File: src/rtl/eaglesong_pkg.sv
// Shared types and constants for the Eaglesong nonce search front end.
package eaglesong_pkg;

   // Message fed to the digest core is always 32 bytes: header followed by nonce.
   localparam int EAGLESONG_MSG_BYTES = 32;
   localparam int EAGLESONG_DIGEST_W  = 256;

   // Job controller states.
   typedef enum logic [2:0] {
      ST_IDLE,
      ST_LAUNCH,
      ST_WAIT,
      ST_CHECK,
      ST_DONE,
      ST_ERROR
   } search_state_t;

   // True when a digest satisfies the target (unsigned, inclusive).
   function automatic logic digest_meets_target(
      input logic [EAGLESONG_DIGEST_W-1:0] digest,
      input logic [EAGLESONG_DIGEST_W-1:0] target
   );
      return (digest <= target);
   endfunction

endpackage

File: src/rtl/eaglesong_nonce_search.sv
// Eaglesong nonce search job controller.
// Accepts a job (header, target, nonce range), drives eaglesong_digest_top one
// nonce at a time and reports the first nonce whose digest is <= target, or
// the next untried nonce once the range is exhausted. The result is held
// until res_ack.
// Optional build macro EAGLESONG_SEARCH_STATS_EN adds stat_hashes, a
// saturating count of completed digest checks since reset.
module eaglesong_nonce_search
   import eaglesong_pkg::*;
#(
   parameter int NONCE_W      = 64,
   parameter int HEADER_BYTES = 24,
   parameter int TIMEOUT_CYC  = 4096
) (
   input  logic                          clk,
   input  logic                          rst,
   input  logic                          job_valid,
   output logic                          job_ready,
   input  logic [8*HEADER_BYTES-1:0]     job_header,
   input  logic [EAGLESONG_DIGEST_W-1:0] job_target,
   input  logic [NONCE_W-1:0]            job_nonce_start,
   input  logic [NONCE_W-1:0]            job_nonce_count,
   input  logic                          abort,
   output logic [EAGLESONG_DIGEST_W-1:0] digest_input,
   output logic [6:0]                    digest_len,
   output logic                          digest_start,
   input  logic [EAGLESONG_DIGEST_W-1:0] digest_val,
   input  logic                          digest_ready,
   output logic                          res_valid,
   input  logic                          res_ack,
   output logic                          res_found,
   output logic [NONCE_W-1:0]            res_nonce,
   output logic [EAGLESONG_DIGEST_W-1:0] res_digest,
   output logic                          err_timeout
`ifdef EAGLESONG_SEARCH_STATS_EN
   ,
   output logic [31:0]                   stat_hashes
`endif
);

   localparam int TMR_W = $clog2(TIMEOUT_CYC + 1);

   // Reject geometries where header + nonce do not fill the 32-byte message.
   generate
      if ((NONCE_W % 8) != 0 || NONCE_W > 128 ||
          HEADER_BYTES != EAGLESONG_MSG_BYTES - NONCE_W / 8) begin : g_bad_cfg
         $error("eaglesong_nonce_search: HEADER_BYTES must equal 32 - NONCE_W/8 with NONCE_W a multiple of 8 and <= 128");
      end
   endgenerate

   search_state_t                 state_reg, state_next;
   logic [8*HEADER_BYTES-1:0]     header_reg;
   logic [EAGLESONG_DIGEST_W-1:0] target_reg;
   logic [NONCE_W-1:0]            cur_nonce_reg;
   logic [NONCE_W-1:0]            remaining_reg;
   logic [TMR_W-1:0]              timer_reg;
   logic [EAGLESONG_DIGEST_W-1:0] digest_cap_reg;
   logic [EAGLESONG_DIGEST_W-1:0] digest_input_reg;
   logic                          digest_start_reg;
   logic                          res_found_reg;
   logic [NONCE_W-1:0]            res_nonce_reg;
   logic [EAGLESONG_DIGEST_W-1:0] res_digest_reg;
   logic                          err_timeout_reg;

   logic                          job_accept;
   logic                          count_zero;
   logic                          blanking;
   logic                          timer_expired;
   logic                          hit;
   logic                          last_try;
   logic [EAGLESONG_DIGEST_W-1:0] launch_msg;

   assign job_ready     = (state_reg == ST_IDLE) || (state_reg == ST_ERROR);
   assign job_accept    = job_valid && job_ready;
   assign count_zero    = (job_nonce_count == '0);
   // The digest core drops a stale ready only one cycle after start, so the
   // first WAIT cycle (timer still 0) must not look at digest_ready.
   assign blanking      = (timer_reg == '0);
   assign timer_expired = (timer_reg == TMR_W'(TIMEOUT_CYC));
   assign hit           = digest_meets_target(digest_cap_reg, target_reg);
   assign last_try      = (remaining_reg == NONCE_W'(1));

   // Message assembly: low bytes carry the header, upper bytes the nonce LSB first.
   generate
      for (genvar gi = 0; gi < EAGLESONG_MSG_BYTES; gi++) begin : g_msg
         if (gi < HEADER_BYTES) begin : g_hdr
            assign launch_msg[8*gi +: 8] = header_reg[8*gi +: 8];
         end else begin : g_nonce
            assign launch_msg[8*gi +: 8] = cur_nonce_reg[8*(gi-HEADER_BYTES) +: 8];
         end
      end
   endgenerate

   // State register.
   always_ff @(posedge clk) begin
      if (rst) begin
         state_reg <= ST_IDLE;
      end else begin
         state_reg <= state_next;
      end
   end

   // Next-state logic for the search sequence.
   always_comb begin
      state_next = state_reg;
      case (state_reg)
         ST_IDLE: begin
            if (job_accept) begin
               state_next = count_zero ? ST_DONE : ST_LAUNCH;
            end
         end
         ST_LAUNCH: begin
            state_next = abort ? ST_IDLE : ST_WAIT;
         end
         ST_WAIT: begin
            if (abort) begin
               state_next = ST_IDLE;
            end else if (!blanking && digest_ready) begin
               state_next = ST_CHECK;
            end else if (timer_expired) begin
               state_next = ST_ERROR;
            end
         end
         ST_CHECK: begin
            if (abort) begin
               state_next = ST_IDLE;
            end else if (hit || last_try) begin
               state_next = ST_DONE;
            end else begin
               state_next = ST_LAUNCH;
            end
         end
         ST_DONE: begin
            // abort has no effect here; only the consumer releases the result.
            if (res_ack) begin
               state_next = ST_IDLE;
            end
         end
         ST_ERROR: begin
            // A new job takes priority over abort and clears the error.
            if (job_accept) begin
               state_next = count_zero ? ST_DONE : ST_LAUNCH;
            end else if (abort) begin
               state_next = ST_IDLE;
            end
         end
         default: begin
            state_next = ST_IDLE;
         end
      endcase
   end

   // Job context, launch registers, wait timer and result capture.
   always_ff @(posedge clk) begin
      if (rst) begin
         header_reg       <= '0;
         target_reg       <= '0;
         cur_nonce_reg    <= '0;
         remaining_reg    <= '0;
         timer_reg        <= '0;
         digest_cap_reg   <= '0;
         digest_input_reg <= '0;
         digest_start_reg <= 1'b0;
         res_found_reg    <= 1'b0;
         res_nonce_reg    <= '0;
         res_digest_reg   <= '0;
         err_timeout_reg  <= 1'b0;
      end else begin
         digest_start_reg <= 1'b0;
         case (state_reg)
            ST_IDLE, ST_ERROR: begin
               if (job_accept) begin
                  header_reg      <= job_header;
                  target_reg      <= job_target;
                  cur_nonce_reg   <= job_nonce_start;
                  remaining_reg   <= job_nonce_count;
                  err_timeout_reg <= 1'b0;
                  if (count_zero) begin
                     res_found_reg  <= 1'b0;
                     res_nonce_reg  <= job_nonce_start;
                     res_digest_reg <= '0;
                  end
               end
            end
            ST_LAUNCH: begin
               timer_reg <= '0;
               if (!abort) begin
                  digest_input_reg <= launch_msg;
                  digest_start_reg <= 1'b1;
               end
            end
            ST_WAIT: begin
               if (!timer_expired) begin
                  timer_reg <= timer_reg + TMR_W'(1);
               end
               if (state_next == ST_CHECK) begin
                  digest_cap_reg <= digest_val;
               end
               if (state_next == ST_ERROR) begin
                  err_timeout_reg <= 1'b1;
               end
            end
            ST_CHECK: begin
               if (state_next == ST_DONE) begin
                  if (hit) begin
                     res_found_reg  <= 1'b1;
                     res_nonce_reg  <= cur_nonce_reg;
                     res_digest_reg <= digest_cap_reg;
                  end else begin
                     res_found_reg  <= 1'b0;
                     res_nonce_reg  <= cur_nonce_reg + NONCE_W'(1);
                     res_digest_reg <= '0;
                  end
               end else if (state_next == ST_LAUNCH) begin
                  cur_nonce_reg <= cur_nonce_reg + NONCE_W'(1);
                  remaining_reg <= remaining_reg - NONCE_W'(1);
               end
            end
            default: begin
            end
         endcase
      end
   end

`ifdef EAGLESONG_SEARCH_STATS_EN
   logic [31:0] stat_hashes_reg;

   // Saturating count of CHECK cycles that ran to completion.
   always_ff @(posedge clk) begin
      if (rst) begin
         stat_hashes_reg <= '0;
      end else if (state_reg == ST_CHECK && !abort && stat_hashes_reg != 32'hFFFF_FFFF) begin
         stat_hashes_reg <= stat_hashes_reg + 32'd1;
      end
   end

   assign stat_hashes = stat_hashes_reg;
`endif

   assign digest_input = digest_input_reg;
   assign digest_len   = 7'(EAGLESONG_MSG_BYTES);
   assign digest_start = digest_start_reg;
   assign res_valid    = (state_reg == ST_DONE);
   assign res_found    = res_found_reg;
   assign res_nonce    = res_nonce_reg;
   assign res_digest   = res_digest_reg;
   assign err_timeout  = err_timeout_reg;

endmodule

File: config.mk
export PLATFORM = sky130hd
export DESIGN_NAME = eaglesong_nonce_search
export DESIGN_NICKNAME = d
export VERILOG_FILES = /design/src/rtl/eaglesong_pkg.sv /design/src/rtl/eaglesong_nonce_search.sv
export SDC_FILE = /design/constraint.sdc
export NUM_CORES = 2
export LEC_CHECK = 0
export ABC_CLOCK_PERIOD_IN_PS = 3300
export CAP_MARGIN = 20
export CORE_AREA = 2 2 549 551
export CTS_BUF_LIST = sky130_fd_sc_hd__clkbuf_4
export DETAILED_ROUTE_END_ITERATION = 10
export DIE_AREA = 0 0 551 553
export DONT_BUFFER_PORTS = 1
export GPL_TIMING_DRIVEN = 0
export PLACE_DENSITY = 0.4
export SLEW_MARGIN = 25
export SYNTH_ARGS = -nofsm -noshare
export SYNTH_HDL_FRONTEND = slang
export SYNTH_SLANG_ARGS = --single-unit
File: constraint.sdc
create_clock -name clk -period 3.3 [get_ports clk]
set_input_delay 0.165 -clock clk [delete_from_list [all_inputs] [get_ports clk]]
set_output_delay 0.165 -clock clk [all_outputs]
set_load 0.1 [all_outputs]
; ---- Word level (Yosys, flattened, before mapping)
; Index checks and enable logic that the tools add are counted.
[op_classes]
n_addsub = 3
n_lt_le_gt_ge = 1
n_eq_ne = 18
muxes = 41
bitwise_logic = 2
reduce_logical = 20
[ops]
columns = cell, count
row1 = $mux W256, 4
row2 = $mux W64, 10
row3 = $pmux W256 S2, 1
row4 = $pmux W64 S2, 3
row5 = $le A256 B256 Y1, 1
row6 = $add A64 B1 Y64 const B, 1
row7 = $eq A64 B1 Y1 const B, 1
row8 = $logic_not A64 Y1, 1
row9 = $sub A64 B1 Y64 const B, 1
row10 = $mux W3, 10
row11 = $pmux W13 S2, 1
row12 = $pmux W3 S6, 1
row13 = $ne A2 B2 Y1 const B, 7
row14 = $add A13 B1 Y13 const B, 1
row15 = $eq A13 B13 Y1 const B, 1
row16 = $logic_not A13 Y1, 1
row17 = $mux W13, 1
row18 = $eq A3 B3 Y1 const B, 4
row19 = $eq A3 B2 Y1 const B, 3
row20 = $reduce_and A2 Y1, 4
row21 = $reduce_and A4 Y1, 2
row22 = $mux W1, 7
row23 = $eq A3 B1 Y1 const B, 2
row24 = $reduce_bool A2 Y1, 3
row25 = other kinds (9), 14
[word_totals]
reg_bits = 1427
in_bits = 838
output_inout_bits = 588
word_cells = 98

; ---- Longest topological paths before layout
[logic_depth]
word_depth = 10
mapped_depth = 16
mapped_depth_nobuf = 13

; ---- Worst setup path before layout
; Ideal clock, no wire load.
[synth_timing]
path_type = register to register
from = register state_reg[2]
to = register res_digest_reg[237] (netlist: res_digest[237])
setup_ns = 0.118
arrival_time_ns = 4.467
required_ns = 3.182
slack_ns = -1.285
path_stages_with_launch = 12
path_buffers = 4
period_less_slack_ns = 4.585
cell_sequence = dfxtp_1 > clkbuf_1 > nor2b_1 > nor3_1 > and2_1 > clkbuf_1 > o221ai_1 > a21oi_2 > nor2_1 > buf_2 > buf_2 > a22o_1
[synth_via]
elab_chain_cells = 8
word_cells_on_any_way = 24
cone_classes = eq/ne: 9 / mux: 9 / reduce/logical: 6
[synth_lines]
columns = item, line_no
row1 = start: declaration, eaglesong_nonce_search.sv:51  ; search_state_t state_reg, state_next;
row2 = start signal: assignment, eaglesong_nonce_search.sv:99  ; state_reg <= state_next;
row3 = $eq A3 B3 Y1 or $logic_not A3 Y1 (tied branches), eaglesong_nonce_search.sv:73  ; assign job_ready = (state_reg == ST_IDLE) || (state_reg == ST_ERROR);
row4 = $logic_or A1 B1 Y1 *, eaglesong_nonce_search.sv:73
row5 = net job_ready, eaglesong_nonce_search.sv:18  ; output logic job_ready,
row6 = $logic_and A1 B1 Y1 *, eaglesong_nonce_search.sv:74  ; assign job_accept = job_valid && job_ready;
row7 = "$mux W3, on equally long branches", "eaglesong_nonce_search.sv:141, eaglesong_nonce_search.sv:108"
row8 = $pmux W3 S6, eaglesong_nonce_search.sv:106  ; case (state_reg)
row9 = $eq A3 B3 Y1, eaglesong_nonce_search.sv:204  ; if (state_next == ST_DONE) begin
row10 = $ne A2 B2 Y1 (no line), --
row11 = $reduce_and A4 Y1 (no line) *, --
row12 = end signal: assignment, eaglesong_nonce_search.sv:208  ; res_digest_reg <= digest_cap_reg;
row13 = end: declaration, eaglesong_nonce_search.sv:62  ; logic [EAGLESONG_DIGEST_W-1:0] res_digest_reg;
; The timed path passes the listed nets; every way through them passes the cells marked *.
; A chain may end at the register's enable or synchronous reset.

; ---- Final worst setup path
[layout_timing]
from = register digest_cap_reg[109]
to = register res_digest_reg[173] (netlist: res_digest[173])
[layout_via]
elab_chain_cells = 8
word_cells_on_any_way = 11
cone_classes = order compare: 1 / eq/ne: 2 / mux: 6 / reduce/logical: 2
[layout_lines]
columns = item, line_no
row1 = start: declaration, eaglesong_nonce_search.sv:57  ; logic [EAGLESONG_DIGEST_W-1:0] digest_cap_reg;
row2 = start signal: assignment, eaglesong_nonce_search.sv:197  ; digest_cap_reg <= digest_val;
row3 = $le A256 B256 Y1 *, eaglesong_pkg.sv:23  ; return (digest <= target);
row4 = $logic_or A1 B1 Y1, eaglesong_nonce_search.sv:127  ; end else if (hit || last_try) begin
row5 = $mux W3, eaglesong_nonce_search.sv:127
row6 = $mux W3, eaglesong_nonce_search.sv:125  ; if (abort) begin
row7 = $pmux W3 S6, eaglesong_nonce_search.sv:106
row8 = $eq A3 B3 Y1, eaglesong_nonce_search.sv:204
row9 = $ne A2 B2 Y1 (no line), --
row10 = $reduce_and A4 Y1 (no line), --
; Every way passes the cells marked *; elsewhere a longest branch is shown, timed or not. The select of a mux whose other input is x is not followed.

==> metrics.md <==
| Metric | Value |
|---|---|
| Mapped Area | about 0.06 sq mm |
| Sequential area share after synthesis | 48.1% |
| Fillers | a little over 30000 |
| Total Wirelength | 400000 um |
| Die area | slightly above 0.3 sq mm |
| Power share of the clock group | around two fifths |
| Failing checks | setup timing |
| Cell Int Power | about 30 mW |
| Power share of the combinational group | 15.8% |
| Vias/cell | 4.82 |
| HP Class | input pin to flop |
| DIE HEIGHT | 553 um |
| Vias | 70508 |
| Met2 Usage GRT | around two fifths |
| Tmin final | around 4.7 ns |
| Status | complete, but fails checks |
| Grt ovf | 0 |
| Grt peak-use layer | met2 |
| Post-Synthesis Cells | around 7500 |
| Longest Clk Path Bufs | 4 |
| Num CTS Buffers | about 410 |
| Synth-to-layout area growth | 64.3% |
| Critical path type | flop to flop |
| Netlist cell types | between 70 and 80 |
| Wire length per cell | roughly 27 um |
| GR met3 Demand/Resource | under 10% |
| Leakage | ~36 nW |
| Worst-path clk slew | 0.09 ns |
| Relative slew margins | between 10% and 20% |
| Worst-Skew Late Latency | between 1 and 1.5 ns |
| Worst Tran Pin Value | about 1.2 ns |
| Max cap viols | 0 |
| Cells on worst reg2reg path | 16 |
| Reg-to-reg slack, setup | -1.38 ns |
| GP Congestion | approximately 0.94 |
| Multi-input gate area | ~0.029 sq mm |
| Hold path depth | 3 |
| # rows | 201 |
| FF+latch area | approximately 0.029 sq mm |
| Hold Startpoint | digest_ready |
| P_sw | between 10 and 15 mW |
| Htree depth | 5 |
| CORE AREA | around 0.30 sq mm |
| Synth top area share | around half |
| Min setup slack post-route | -1.38 ns |
| Yosys top cell by area | dfxtp_1 |
| Ys flop type | dfxtp_1 |
| Die W | 551 um |
| Final Skew | between 0.2 and 0.25 ns |
| Layout cells sized above 1 | 12.6% |
| I/O Buffers | 0 |
| Grt met1 use | between 20% and 30% |
| Critical Path Sink Type | flop |
| Final hold violations | 0 |
| Post-synth EDFFs | 0 |
| WHS | between 0.02 and 0.025 ns |
| CTS tree | built |
| DP Area | roughly 0.065 sq mm |
| Synthesized flop and latch total | around 1400 |
| Flop pwr share | 43.8% |
| Pwr Density | around 430 mW/mm^2 |
| Final #Nets | roughly 11000 |
| Pins Over Slew Limit | 0 |
| Critical path peak fanout | 6 |
| Hold endpoint | state_reg[1] |
| Worst VDD drop | about 0.26 mV |
| CP Launch Type | flop |
| Setup violators final | around 1200 |
| RSZ-0062 raised after global routing | yes |
| Post-Layout Inst Area | between 0.09 and 0.1 sq mm |
| Peak Freq | ~210 MHz |
| Critical Path AT | approximately 5.9 ns |
| DRC viols | 0 |
| Reg2Reg Capture Point | res_digest[173] |
| I/O pins | 1426 |
| Clock Sinks | around 1400 |
| DP HPWL | between 200000 and 300000 um |
| Initial antenna violation count | 66 |
| Period utilization | 142% |
| Yosys warnings | 0 |
| GRT Util Overall | about 25% |
| Global-route wire length before repair | between 500000 and 600000 um |
| Synthesized area per cell | 7.96 sq um |
| Clk root buf | clkbuf_4 |
| Switching Fraction | 31.2% |
| Post-synth ARST share | 0% |
| Initial DRC Count | 6139 |
| Largest net degree at the start of global routing | 17 |
| WP data required | approximately 4.5 ns |
| R2r startpoint | digest_cap_reg[109] |
| Post-route ant nets | 0 |
| Final TNS setup | -779.19 ns |
| DRT Pass-1 Iters | 6 |
| Vias in the first global route | between 70000 and 80000 |
| Dominant cells by area after synthesis | dfxtp_1 48%, nand2_1 14%, a21oi_1 11%, ha_1 5.5%, a22o_1 4.1% |
| Initial Utilization | between 10% and 20% |
## worst max-delay path by stage
stage / end / start / depth (start not counted) / slack, ns
detailed placement: res_nonce[8] / target_reg[249] / 14 / -3.20
finish: res_digest[173] / digest_cap_reg[109] / 16 / -1.38
CTS: res_digest[16] / target_reg[120] / 19 / -1.31
floorplan: res_digest[100] / target_reg[181] / 14 / -0.04
global route: res_digest[173] / target_reg[110] / 17 / -1.41
global placement: res_digest[40] / digest_cap_reg[227] / 12 / -5.47
## power groups by stage
stage / combinational (mW) / clock (mW) / sequential, mW
global route: 7.13 / 18.4 / 18.6
finish: 6.73 / 17.1 / 18.6
floorplan: 2.20 / 0 / 18.8
detailed placement: 3.71 / 0 / 19.0
global placement: 3.59 / 0 / 18.9
CTS: 6.42 / 17.4 / 18.6
## cell usage after synthesis, types with 9 or more instances
master	count
nor2_1	212
nand2b_1	25
buf_1	13
nand2_1	2221
and2_1	9
a32oi_1	11
buf_4	16
a211o_1	9
or4_1	15
a21oi_1	1255
o31ai_1	35
a211oi_1	31
nand4_1	91
dfxtp_1	1427
a31oi_1	14
xnor2_1	17
a22o_1	276
a32o_1	9
nor4_1	47
o21a_1	9
or3_1	28
inv_1	273
o21ai_0	197
a221oi_1	10
and3_1	30
ha_1	261
a21o_1	15
nand3_1	103
buf_2	63
nor3_1	97
xor2_1	21
clkbuf_1	438
o41ai_1	12
mux2i_1	12
o32ai_1	30
## worst max-delay path, cell delays in order, from the launching register on
cell and delay, ns:
dfxtp_1 0.38, ha_1 0.34, nand4_1 0.32, nor3_4 0.29, nand4_1 0.26, or4_4 0.65, or4_4 0.63, nand2_4 0.11
nor2_4 0.05, buf_6 0.11, a21o_4 0.21, nor3_4 0.32, buf_12 0.20, buf_6 0.12, buf_12 0.16, buf_8 0.15
a22o_1 0.15
## kinds of logic after synthesis
group / Yosys count / synth area share [%]
AO/OA/AOI/OAI: 2001 / 20.0
adder cells (fa/ha/maj): 261 / 5.50
buffers and inverters: 804 / 5.31
XOR/XNOR: 38 / 0.560
flip-flops: 1427 / 48.1
AND/OR/NAND/NOR: 2922 / 20.3
multiplexers: 12 / 0.202
other: 2 / 0.0126
## final cells by class
class | count | share of cell area [%]
multi-input combinational | 5241 | 29.5
sequential | 1427 | 29.5
timing repair buffer | 2439 | 26.2
tap | 3958 | 5.07
clock buffer | 595 | 4.57
buffer | 523 | 3.31
inverter | 274 | 1.06
clock inverter | 122 | 0.618
antenna | 61 | 0.156
## metrics by stage
step                      cells  utilization, %  power, mW  setup WS [ns]
after CTS                 14515            32.1       42.4          -1.31
after global routing      14627            32.7       44.2          -1.41
final                     14640            32.7       42.4          -1.38
after global placement    11430            21.6       22.5          -5.47
after floorplan            7472               -       21.0        -0.0375
after detailed placement  11464            21.9       22.7          -3.20
## cell usage in the layout (no fill, tap or decap), drive strengths merged, types with 100 or more instances in the layout
| master | netlist | layout |
|---|---|---|
| clkbuf | 438 | 1028 |
| inv | 273 | 283 |
| nand3 | 103 | 103 |
| a21oi | 1258 | 1258 |
| o21ai | 199 | 199 |
| dlygate4sd3 | 0 | 2250 |
| nor2 | 213 | 213 |
| nand2 | 2221 | 2221 |
| buf | 92 | 279 |
| nor3 | 100 | 100 |
| clkinv | 1 | 106 |
| ha | 261 | 261 |
| dfxtp | 1427 | 1427 |
| a22o | 276 | 276 |
## layer usage
layer / part of all wire [%] / wire (um) / vias to the layer above
met3: 9.3 / 37200 / 1111
li1: - / - / 31616
met4: 6.6 / 26300 / 12
met1: 38 / 150000 / 33884
met2: 47 / 186000 / 3885
met5: 0.019 / 76 / -
## timing repair
item,CTS,global route
hold buffers,2213,37
setup buffers,85,29
gates cloned,38,12
gates resized for setup,434,213
pin swaps,41,65
endpoints found under the hold margin,1210,439
endpoints found under the setup margin,1196,1385
(Power assumes the default switching activity.)
